--- src/rtl/bit_serializer_pkg.sv ---
// Shared types and sizing helpers for the bit serializer.
// Optional feature macro: SERIALIZER_PARITY_EN (appends an even-parity bit to each frame).
package bit_serializer_pkg;

  typedef enum logic {
    IDLE  = 1'b0,
    SHIFT = 1'b1
  } state_e;

`ifdef SERIALIZER_PARITY_EN
  localparam int PARITY_BITS = 1;
`else
  localparam int PARITY_BITS = 0;
`endif

  // Ceiling log2; returns 0 for n <= 1.
  function automatic int clog2(input int n);
    int r;
    r = 0;
    while ((1 << r) < n) r++;
    return r;
  endfunction

  // Counter width that never collapses to zero bits.
  function automatic int cnt_width(input int n);
    return (n > 1) ? clog2(n) : 1;
  endfunction

  function automatic int frame_len(input int width);
    return width + PARITY_BITS;
  endfunction

endpackage

--- src/rtl/bit_tick_gen.sv ---
// Prescaler for the serializer: counts 0..DIV-1 and flags the last clk cycle of each serial bit.
// tick is high on every cycle when DIV=1.
module bit_tick_gen
  import bit_serializer_pkg::*;
#(
  parameter int DIV = 1
) (
  input  logic clk,
  input  logic reset,
  input  logic clear,
  output logic tick
);

  localparam int CW = cnt_width(DIV);
  localparam logic [CW-1:0] CNT_MAX = CW'(DIV - 1);

  logic [CW-1:0] cnt_q, cnt_d;

  assign tick = (cnt_q == CNT_MAX);

  always_comb begin
    cnt_d = cnt_q + CW'(1);
    if (clear || tick) cnt_d = '0;
  end

  // NOTE: reset is synchronous here, so it sits inside the clocked branch, not the sensitivity list.
  always_ff @(posedge clk) begin
    if (reset) cnt_q <= '0;
    else       cnt_q <= cnt_d;
  end

endmodule

--- src/rtl/bit_serializer.sv ---
// Parallel-to-serial shifter, MSB first, DIV clk cycles per bit, zero-gap back-to-back frames.
// Define SERIALIZER_PARITY_EN to append an even-parity bit after the data bits.
module bit_serializer
  import bit_serializer_pkg::*;
#(
  parameter int WIDTH = 8,
  parameter int DIV   = 1
) (
  input  logic             clk,
  input  logic             reset,
  input  logic [WIDTH-1:0] data_in,
  input  logic             valid,
  output logic             ready,
  output logic             so,
  output logic             bit_en,
  output logic             busy
);

  localparam int FL  = frame_len(WIDTH);
  localparam int BCW = cnt_width(FL);

  state_e         state_q, state_d;
  logic [FL-1:0]  shreg_q, shreg_d;
  logic [BCW-1:0] bit_cnt_q, bit_cnt_d;
  logic           bit_en_q, bit_en_d;

  logic          tick;
  logic          last_bit;
  logic          frame_end;
  logic          ready_int;
  logic          transfer;
  logic [FL-1:0] load_word;

`ifdef SERIALIZER_PARITY_EN
  assign load_word = {data_in, ^data_in};
`else
  assign load_word = data_in;
`endif

  // Ready is asserted on the final cycle of a frame so the next word can follow with no gap.
  assign last_bit  = (bit_cnt_q == BCW'(FL - 1));
  assign frame_end = (state_q == SHIFT) && tick && last_bit;
  assign ready_int = (state_q == IDLE) || frame_end;
  assign transfer  = valid && ready_int && !reset;

  bit_tick_gen #(.DIV(DIV)) u_tick (
    .clk   (clk),
    .reset (reset),
    .clear (transfer || (state_q == IDLE)),
    .tick  (tick)
  );

  // NOTE: every variable gets a default first so no path leaves one unassigned (no latches).
  always_comb begin
    state_d   = state_q;
    shreg_d   = shreg_q;
    bit_cnt_d = bit_cnt_q;
    bit_en_d  = 1'b0;
    if (transfer) begin
      state_d   = SHIFT;
      shreg_d   = load_word;
      bit_cnt_d = '0;
      bit_en_d  = 1'b1;
    end else if ((state_q == SHIFT) && tick) begin
      if (last_bit) begin
        state_d   = IDLE;
        shreg_d   = '0;
        bit_cnt_d = '0;
      end else begin
        shreg_d   = {shreg_q[FL-2:0], 1'b0};
        bit_cnt_d = bit_cnt_q + BCW'(1);
        bit_en_d  = 1'b1;
      end
    end
  end

  // NOTE: state registers use non-blocking assignments so all flops update from pre-edge values.
  always_ff @(posedge clk) begin
    if (reset) begin
      state_q   <= IDLE;
      shreg_q   <= '0;
      bit_cnt_q <= '0;
      bit_en_q  <= 1'b0;
    end else begin
      state_q   <= state_d;
      shreg_q   <= shreg_d;
      bit_cnt_q <= bit_cnt_d;
      bit_en_q  <= bit_en_d;
    end
  end

  // Outputs are forced quiet for the whole time reset is held, not just after its first edge.
  assign ready  = ready_int && !reset;
  assign busy   = (state_q == SHIFT) && !reset;
  assign so     = shreg_q[FL-1] && !reset;
  assign bit_en = bit_en_q && !reset;

endmodule

--- config.mk ---
export PLATFORM = sky130hd
export DESIGN_NAME = bit_serializer
export DESIGN_NICKNAME = d
export VERILOG_FILES = /design/src/rtl/bit_serializer_pkg.sv /design/src/rtl/bit_tick_gen.sv /design/src/rtl/bit_serializer.sv
export SDC_FILE = /design/constraint.sdc
export NUM_CORES = 1
export LEC_CHECK = 0
export ABC_AREA = 1
export CORE_UTILIZATION = 40
export DETAILED_ROUTE_END_ITERATION = 7
export GPL_ROUTABILITY_DRIVEN = 0
export GPL_TIMING_DRIVEN = 0
export REMOVE_ABC_BUFFERS = 1
export SYNTH_ARGS = -nofsm -noshare
export SYNTH_HDL_FRONTEND = slang
export SYNTH_SLANG_ARGS = --single-unit
--- constraint.sdc ---
create_clock -name clk -period 4.7 [get_ports clk]
set_clock_uncertainty 0.2 [all_clocks]
set_input_delay 0.47 -clock clk [delete_from_list [all_inputs] [get_ports clk]]
set_output_delay 0.47 -clock clk [all_outputs]
set_load 0.01 [all_outputs]
# [Word level (Yosys, flattened, before mapping)]
# Index checks and enable logic that the tools add are counted.
[classes] add_sub_neg=2 n_eq_ne=1 muxes=10 bitwise=2 reduce_logical=17
[op_table] operator="8-bit two-way mux" count=3
[op_table] operator="1-bit logical AND" count=8
[op_table] operator="1-bit two-way mux" count=6
[op_table] operator="2-bit nonzero test" count=2
[op_table] operator="2-bit OR reduction" count=2
[op_table] operator="3-bit by 1-bit adder with 3-bit output, second input constant" count=1
[op_table] operator="3-bit equality test, second input constant" count=1
[op_table] operator="1-bit logical OR" count=3
[op_table] operator="3-bit two-way mux" count=1
[op_table] operator="1-bit inverter" count=2
[op_table] operator="2-bit AND reduction" count=1
[op_table] operator="1-bit adder, second input constant" count=1
[op_table] operator="1-bit logical NOT" count=1
[totals] ff_bits=14 inputBits=11 output_inout_bits=4

# [Logic depth before layout (Yosys ltp)]
# Gate-level depths: netlist of run 1.
[depth] ltp_word=9 depth_mapped=10

# [Modules after synthesis]
# A second synthesis of run 1 with hierarchy kept.
[unflattened] hier_cells=118 area_unflattened_um2=783.3
[modules_own_cells] module="bit_serializer" instances=1 cells_per_inst=115 area_per_inst_um2=755.7 seq_area_each_um2=260.2
[modules_own_cells] module="bit_tick_gen" instances=1 cells_per_inst=3 area_per_inst_um2=27.5 seq_area_each_um2=20.0

# [Worst setup path after synthesis of run 1]
# OpenSTA, ideal clock, no wires.
[synth_timing] kind="flip-flop to output port" from="register bit_cnt_q[0]" to="output port ready" t_arrival_ns=1.198 t_required_ns=4.030 path_slack_ns=2.832 path_stages_with_launch=8 path_cell_list="dfxtp_1 > ha_1 > ha_1 > nand2_1 > nand2_2 > buf_6 > inv_1 > nor2_1"
[synth_via] elab_chain_cells=4
[synth_rtl] item="start, declared" line="bit_serializer.sv:24" rtl="logic [BCW-1:0] bit_cnt_q, bit_cnt_d;"
[synth_rtl] item="start signal, assigned" line="bit_serializer.sv:87" rtl="bit_cnt_q <= bit_cnt_d;"
[synth_rtl] item="3-bit equality test" line="bit_serializer.sv:41" rtl="assign last_bit = (bit_cnt_q == BCW'(FL - 1));"
[synth_rtl] item="1-bit logical AND" line="bit_serializer.sv:42" rtl="assign frame_end = (state_q == SHIFT) && tick && last_bit;"
[synth_rtl] item="1-bit logical OR" line="bit_serializer.sv:43" rtl="assign ready_int = (state_q == IDLE) || frame_end;"
[synth_rtl] item="1-bit logical AND" line="bit_serializer.sv:93" rtl="assign ready = ready_int && !reset;"
[synth_rtl] item="end, declared" line="bit_serializer.sv:13" rtl="output logic ready,"
# Every way passes these cells.

# [Final worst setup path of run 1]
# Same ends and word-level chain as after synthesis.

==> impl_metrics.env, run 1 <==
export IMPL_finalSetupViolCount=0
export IMPL_floorplan_die_height_um=48.09
export IMPL_r2r_start="bit_cnt_q[0]"
export IMPL_detailedRoute_firstIterationViolations=14
export IMPL_groute_usage_overall_pct=17.90
export IMPL_setup_ws_ns=1.819
export IMPL_num_vias=729
export IMPL_timing_final_crit_period_ns=2.881
export IMPL_powerDensity_mw_per_mm2=275.2
export IMPL_timing_setup_tns_ns=0
export IMPL_worst_hold_startpoint="bit_cnt_q[1]"
export IMPL_ctsHtreeMaxLevel=1
export IMPL_clock_latency_ns=0.28
export IMPL_core_sq_mm=0.001982
export IMPL_max_stage_delay_ns=0.54
export IMPL_area_growth_pct=17.97
export IMPL_whs_ns=0.2767
export IMPL_holdPathStages=2
export IMPL_preCtsSetupSlack_ns=2.112
export IMPL_placed_cell_area_sq_um=965.9
export IMPL_post_cts_setup_buffer_count=0
export IMPL_critPathLaunch="bit_cnt_q[0]"
export IMPL_postSynthCellCount=120
export IMPL_min_path_type="flop to flop"
export IMPL_floorplan_die_area_sq_mm=0.002312
export IMPL_critPathMaxFanout=11
export IMPL_grt_antenna_before_repair=0
export IMPL_total_power_uw=275.8
export IMPL_postCtsResizedCells=0
export IMPL_cts_reportedPaths_clkPinSlew_ns=0.09
export IMPL_max_clock_path_buffers=2
export IMPL_irDropWorstVdd_mv=0.1445
export IMPL_netlist_top_cells_area="dfxtp_1 33%, nand2_1 13%, inv_1 8.8%"
export IMPL_cts_tree="yes"
export IMPL_synth_enable_flop_cells=0
export IMPL_outcome="finished clean"
export IMPL_first_pass_grt_wire_length_um=2822
export IMPL_die_w_um=48.09
export IMPL_start_util_pct=42.87
export IMPL_min_period_over_period_pct=61.30
export IMPL_drt_antenna_violating_nets=0
export IMPL_synth_seq_area_share_pct=32.99
export IMPL_stdcell_area_sq_mm=0.001002
export IMPL_cts_root_buffer_cell="clkbuf_4"
export IMPL_fmax_mhz=347.1
export IMPL_path_cells="ha_1 -> ha_1 -> nand2_1 -> nand2_2 -> inv_1 -> nor2_1 -> clkdlybuf4s50_1"
export IMPL_hpwlAfterDp_um=1117
export IMPL_ys_types=20
export IMPL_depth_of_the_worst_register_to_register_path=9
export IMPL_numCtsBuffers=3
export IMPL_holdBufCountCts=0
export IMPL_synth_yosys_warnings=0
export IMPL_maxCapViolations=0
export IMPL_grt_start_max_net_pins=17
export IMPL_drt_pass1_iter_count=4
export IMPL_post_route_drc_count=0
export IMPL_grt_setup_unrepaired="no"
export IMPL_synth_top_cells_by_count="30 x nand2_1, 20 x inv_1, 14 x dfxtp_1"
export IMPL_clock_sink_count=14
export IMPL_post_route_cells_drive_above_1_share_pct=18.32
export IMPL_timing_critical_path_to_type="output port"
export IMPL_worst_r2r_setup_slack_ns=2.67
export IMPL_async_s_r_ff_share_synth_pct=0
export IMPL_detail_route_vias_per_cell=4.614
export IMPL_synthDominantCellAreaShare_pct=32.99
export IMPL_report_final_hold_viol_count=0
export IMPL_start_kind="flop"
export IMPL_diodes=0
export IMPL_first_global_vias=659
export IMPL_gr_total_overflow=0
export IMPL_synthesized_area_divided_by_synthesized_cell_count_sq_um=7.080
export IMPL_timing_max_transition_violations_final=0
export IMPL_critPathMostFrequentCell="ha_1"
export IMPL_synthMostInstantiatedCell="nand2_1"
export IMPL_core_rowCount=16
export IMPL_portBuffers=14
export IMPL_io_pins=15
export IMPL_critPathRequiredTime_ns=4.03
export IMPL_synth_ff_latch_count=14
export IMPL_final_nets=145
export IMPL_crit_arrival_ns=2.21
export IMPL_routed_wire_length_per_instance_um=10.37
export IMPL_crit_slowest_cell="clkdlybuf4s50_1"
export IMPL_dominantRegCellSynth="dfxtp_1"
export IMPL_post_synth_instance_area_sq_um=849.6
export IMPL_timing_setup_critical_path_class="flop to output port"
export IMPL_totalWireLength_um=1639
export IMPL_leakagePower_uw=0.0005009
export IMPL_synth_top_cell_by_area="dfxtp_1"
-- worst paths after layout --
| check | to |
|---|---|
| worst max-delay path | ready |
| worst min register to register | bit_cnt_q[1] |
| worst max register to register | shreg_q[3] |
| worst min-delay path | bit_cnt_q[1] |
-- cell families (layout without fill, tap and decap cells) --
logic type                 Yosys count  in the layout  share of synthesized area, %
DFF                                 14             14                         32.99
and+or+nand+nor                     61             61                         39.03
adders and majority gates            2              2                         2.945
other                                1              1                        0.4414
AOI/OAI and AO/OA                   13             13                         8.101
buffers and inverters               29             40                         16.49
-- through the flow --
step	cells	utilization [%]
floorplan	113	-
global placement	154	48.74
detailed placement	154	48.74
CTS	158	50.57
global route	158	50.57
finish	158	50.57
-- cell usage in the layout, fill, tap and decap left out, drive strengths merged, types with 2 or more instances in the layout --
cell	Yosys	routed
nand3	10	10
ha	2	2
o21ai	7	7
clkdlybuf4s50	0	14
nor2	12	12
dfxtp	14	14
inv	22	22
clkbuf	0	4
a21oi	6	6
nand2	31	31
nand4	7	7
-- state kept, by name (all words and copies together), names as in the netlist --
signal / flops
u_tick.cnt_q: 1
shreg_q: 8
bit_cnt_q: 3
state_q: 1
bit_en_q: 1
-- layer usage --
metal,share of wire (%),vias to the layer above,routed length [um],track usage [%]
met4,2.0,0,32,8.333
met3,2.1,4,35,3.774
met1,48,324,784,24.04
li1,-,394,-,-
met5,0,-,0,0
met2,48,7,787,27.30
-- cell type report --
class                   count  area (sq um)
repair buffers             14         140.1
inverters                  22         82.58
clock buffers               4         36.28
multi-input cells          77         429.2
well taps                  27         33.78
fillers                   209         979.7
flip-flops and latches     14         280.3
-- power by group --
part | internal (uW) | total (uW) | switching [uW]
logic | 25.1 | 57.7 | 32.6
clock network | 47.2 | 89.5 | 42.3
registers | 126 | 129 | 2.49
-- critical path: cells and delay by family (launching register included) --
kind | cells | cell delay, ns
fa+ha+maj | 2 | 0.49
simple gates | 3 | 0.43
buf+inv | 2 | 0.64
flops | 1 | 0.37
(Power assumes the default switching activity.)
==> run 2, diff against run 1 <==
Settings changed: PLACE_DENSITY set to 0.66.
Clock period 4.7 ns to 2.5 ns, I/O delays scaled along.
==> run 2 against run 1 <==
Effect of this change: cell count unchanged; sequential share of layout area down 0.55 points; wire length down 3.8%; global-route usage down 1.6 points; clock power up 88%; combinational power up 87%; critical path type unchanged; critical endpoint unchanged; largest cell class unchanged.
==> impl_metrics.env, run 2 (synthesized netlist as in run 1, its figures left out) <==
export IMPL_critPathRequiredTime_ns=2.05
export IMPL_layout_commonest_cell="nand2_1"
export IMPL_outcome="finished clean"
export IMPL_detailedRoute_firstIterationViolations=5
export IMPL_leakagePower_uw=0.0005111
export IMPL_cpLargestDelayFamily="adder cells"
export IMPL_die_w_um=48.09
export IMPL_area_growth_pct=20.32
export IMPL_portBuffers=14
export IMPL_grt_antenna_before_repair=0
export IMPL_maxCapViolations=0
export IMPL_first_pass_grt_wire_length_um=2594
export IMPL_post_route_drc_count=0
export IMPL_drt_pass1_iter_count=4
export IMPL_largest_register="shreg_q"
export IMPL_groute_usage_overall_pct=16.29
export IMPL_total_switching_power_uw=145.0
export IMPL_finalSetupViolCount=0
export IMPL_start_kind="flop"
export IMPL_total_power_uw=518.2
export IMPL_post_cts_setup_buffer_count=0
export IMPL_top_flop_regs="shreg_q (8), bit_cnt_q (3)"
export IMPL_ctsHtreeMaxLevel=1
export IMPL_critPathMaxFanout=11
export IMPL_cts_tree="yes"
export IMPL_max_stage_delay_ns=0.38
export IMPL_fillerInstances=204
export IMPL_power_share_clock_pct=32.4
export IMPL_totalWireLength_um=1576
export IMPL_min_period_over_period_pct=82.97
export IMPL_path_cells="ha_1 -> ha_4 -> nand2_1 -> nand2_4 -> inv_1 -> nor2_1 -> dlymetal6s2s_1"
export IMPL_hpwlAfterDp_um=1089
export IMPL_largest_reg_flops=8
export IMPL_io_pins=15
export IMPL_grt_setup_unrepaired="no"
export IMPL_critPathBufInv=2
export IMPL_power_report_internal_total_uw=373.2
export IMPL_timing_final_crit_period_ns=2.074
export IMPL_power_share_switching_pct=27.98
export IMPL_timing_setup_tns_ns=0
export IMPL_gr_total_overflow=0
export IMPL_cts_reportedPaths_clkPinSlew_ns=0.09
export IMPL_start_util_pct=42.87
export IMPL_timing_critical_path_to_type="output port"
export IMPL_report_final_hold_viol_count=0
export IMPL_detail_route_vias_per_cell=4.601
export IMPL_min_path_type="flop to flop"
export IMPL_floorplan_die_height_um=48.09
export IMPL_fmax_mhz=482.1
export IMPL_cts_root_buffer_cell="clkbuf_4"
export IMPL_final_nets=145
export IMPL_clock_latency_ns=0.28
export IMPL_diodes=0
export IMPL_post_route_cells_drive_above_1_share_pct=19.08
export IMPL_irDropWorstVdd_mv=0.3088
export IMPL_grt_start_max_net_pins=17
export IMPL_share_comb_of_total_power_pct=20.9
export IMPL_floorplan_die_area_sq_mm=0.002312
export IMPL_powerDensity_mw_per_mm2=506.9
export IMPL_share_seq_of_total_power_pct=46.7
export IMPL_timing_setup_critical_path_class="flop to output port"
export IMPL_numCtsBuffers=3
export IMPL_core_sq_mm=0.001982
export IMPL_max_clock_path_buffers=2
export IMPL_core_rowCount=16
export IMPL_final_cell_mix="30 x nand2_1, 20 x inv_1, 14 x dfxtp_1, 13 x clkdlybuf4s50_1, 8 x nor2_2"
export IMPL_timing_max_transition_violations_final=0
export IMPL_first_global_vias=617
export IMPL_num_vias=727
export IMPL_drt_antenna_violating_nets=0
export IMPL_clock_sink_count=14
export IMPL_crit_slowest_cell="dfxtp_1"
export IMPL_routed_wire_length_per_instance_um=9.975
export IMPL_crit_arrival_ns=1.62
run 2: changes by cell type in the layout (fill, tap and decap cells not counted), sizes merged:
cell	before	now
dlymetal6s2s	0	1
clkdlybuf4s50	14	13
run 2: routing by layer:
metal	wire, um	global-route usage (%)	vias up
li1	-	-	393
met1	758	21.59	319
met2	751	25.68	13
met3	46	2.264	2
met4	19	8.333	0
met5	0	0	-
run 2: path summary, 6_finish.rpt:
path / slack, ns / from / cells after the start / end
hold / removal: 0.27 / bit_cnt_q[1] / 2 / bit_cnt_q[1]
setup / recovery: 0.43 / bit_cnt_q[0] / 7 / ready
hold reg to reg: 0.27 / bit_cnt_q[1] / 2 / bit_cnt_q[1]
setup reg to reg: 0.69 / bit_cnt_q[0] / 9 / shreg_q[5]
run 2: cell type report:
cell class                 count  area, sq um  share of cell area [%]
clock buffer                   4        36.28                   3.550
tap                           27        33.78                   3.305
multi-input combinational     77        446.7                   43.70
timing repair buffer          14        142.6                   13.95
inverter                      22        82.58                   8.078
sequential                    14        280.3                   27.42
run 2: repair_timing:
action,in CTS,in global routing
endpoints found under the setup margin,1,1
hold buffers,0,0
resized for setup,3,1
run 2: tightest hold or removal path, stage by stage (launching register included):
cell     delay [ns]
dfxtp_1        0.32
nand2_1        0.06
a21oi_1        0.05
run 2: metrics by stage:
| step | utilization (%) | std cells | area (sq um) | setup WS (ns) | hold WS (ns) |
|---|---|---|---|---|---|
| after floorplan | - | 113 | 792.0 | 0.8463 | 0.1191 |
| after global placement | 48.74 | 154 | 965.9 | 0.1888 | 0.2529 |
| after detailed placement | 48.74 | 154 | 965.9 | 0.1557 | 0.2629 |
| after CTS | 51.45 | 158 | 1020 | 0.03246 | 0.2758 |
| after global routing | 51.58 | 158 | 1022 | 0.2821 | 0.2997 |
| final | 51.58 | 158 | 1022 | 0.4257 | 0.2713 |
run 2: power by group through the flow:
| stage | sequential [uW] | combinational (uW) | clock [uW] |
|---|---|---|---|
| finish | 242 | 108 | 168 |
| global route | 244 | 122 | 181 |
| CTS | 242 | 110 | 171 |
| detailed placement | 247 | 109 | 0 |
| global placement | 247 | 107 | 0 |
| floorplan | 246 | 71.1 | 0 |
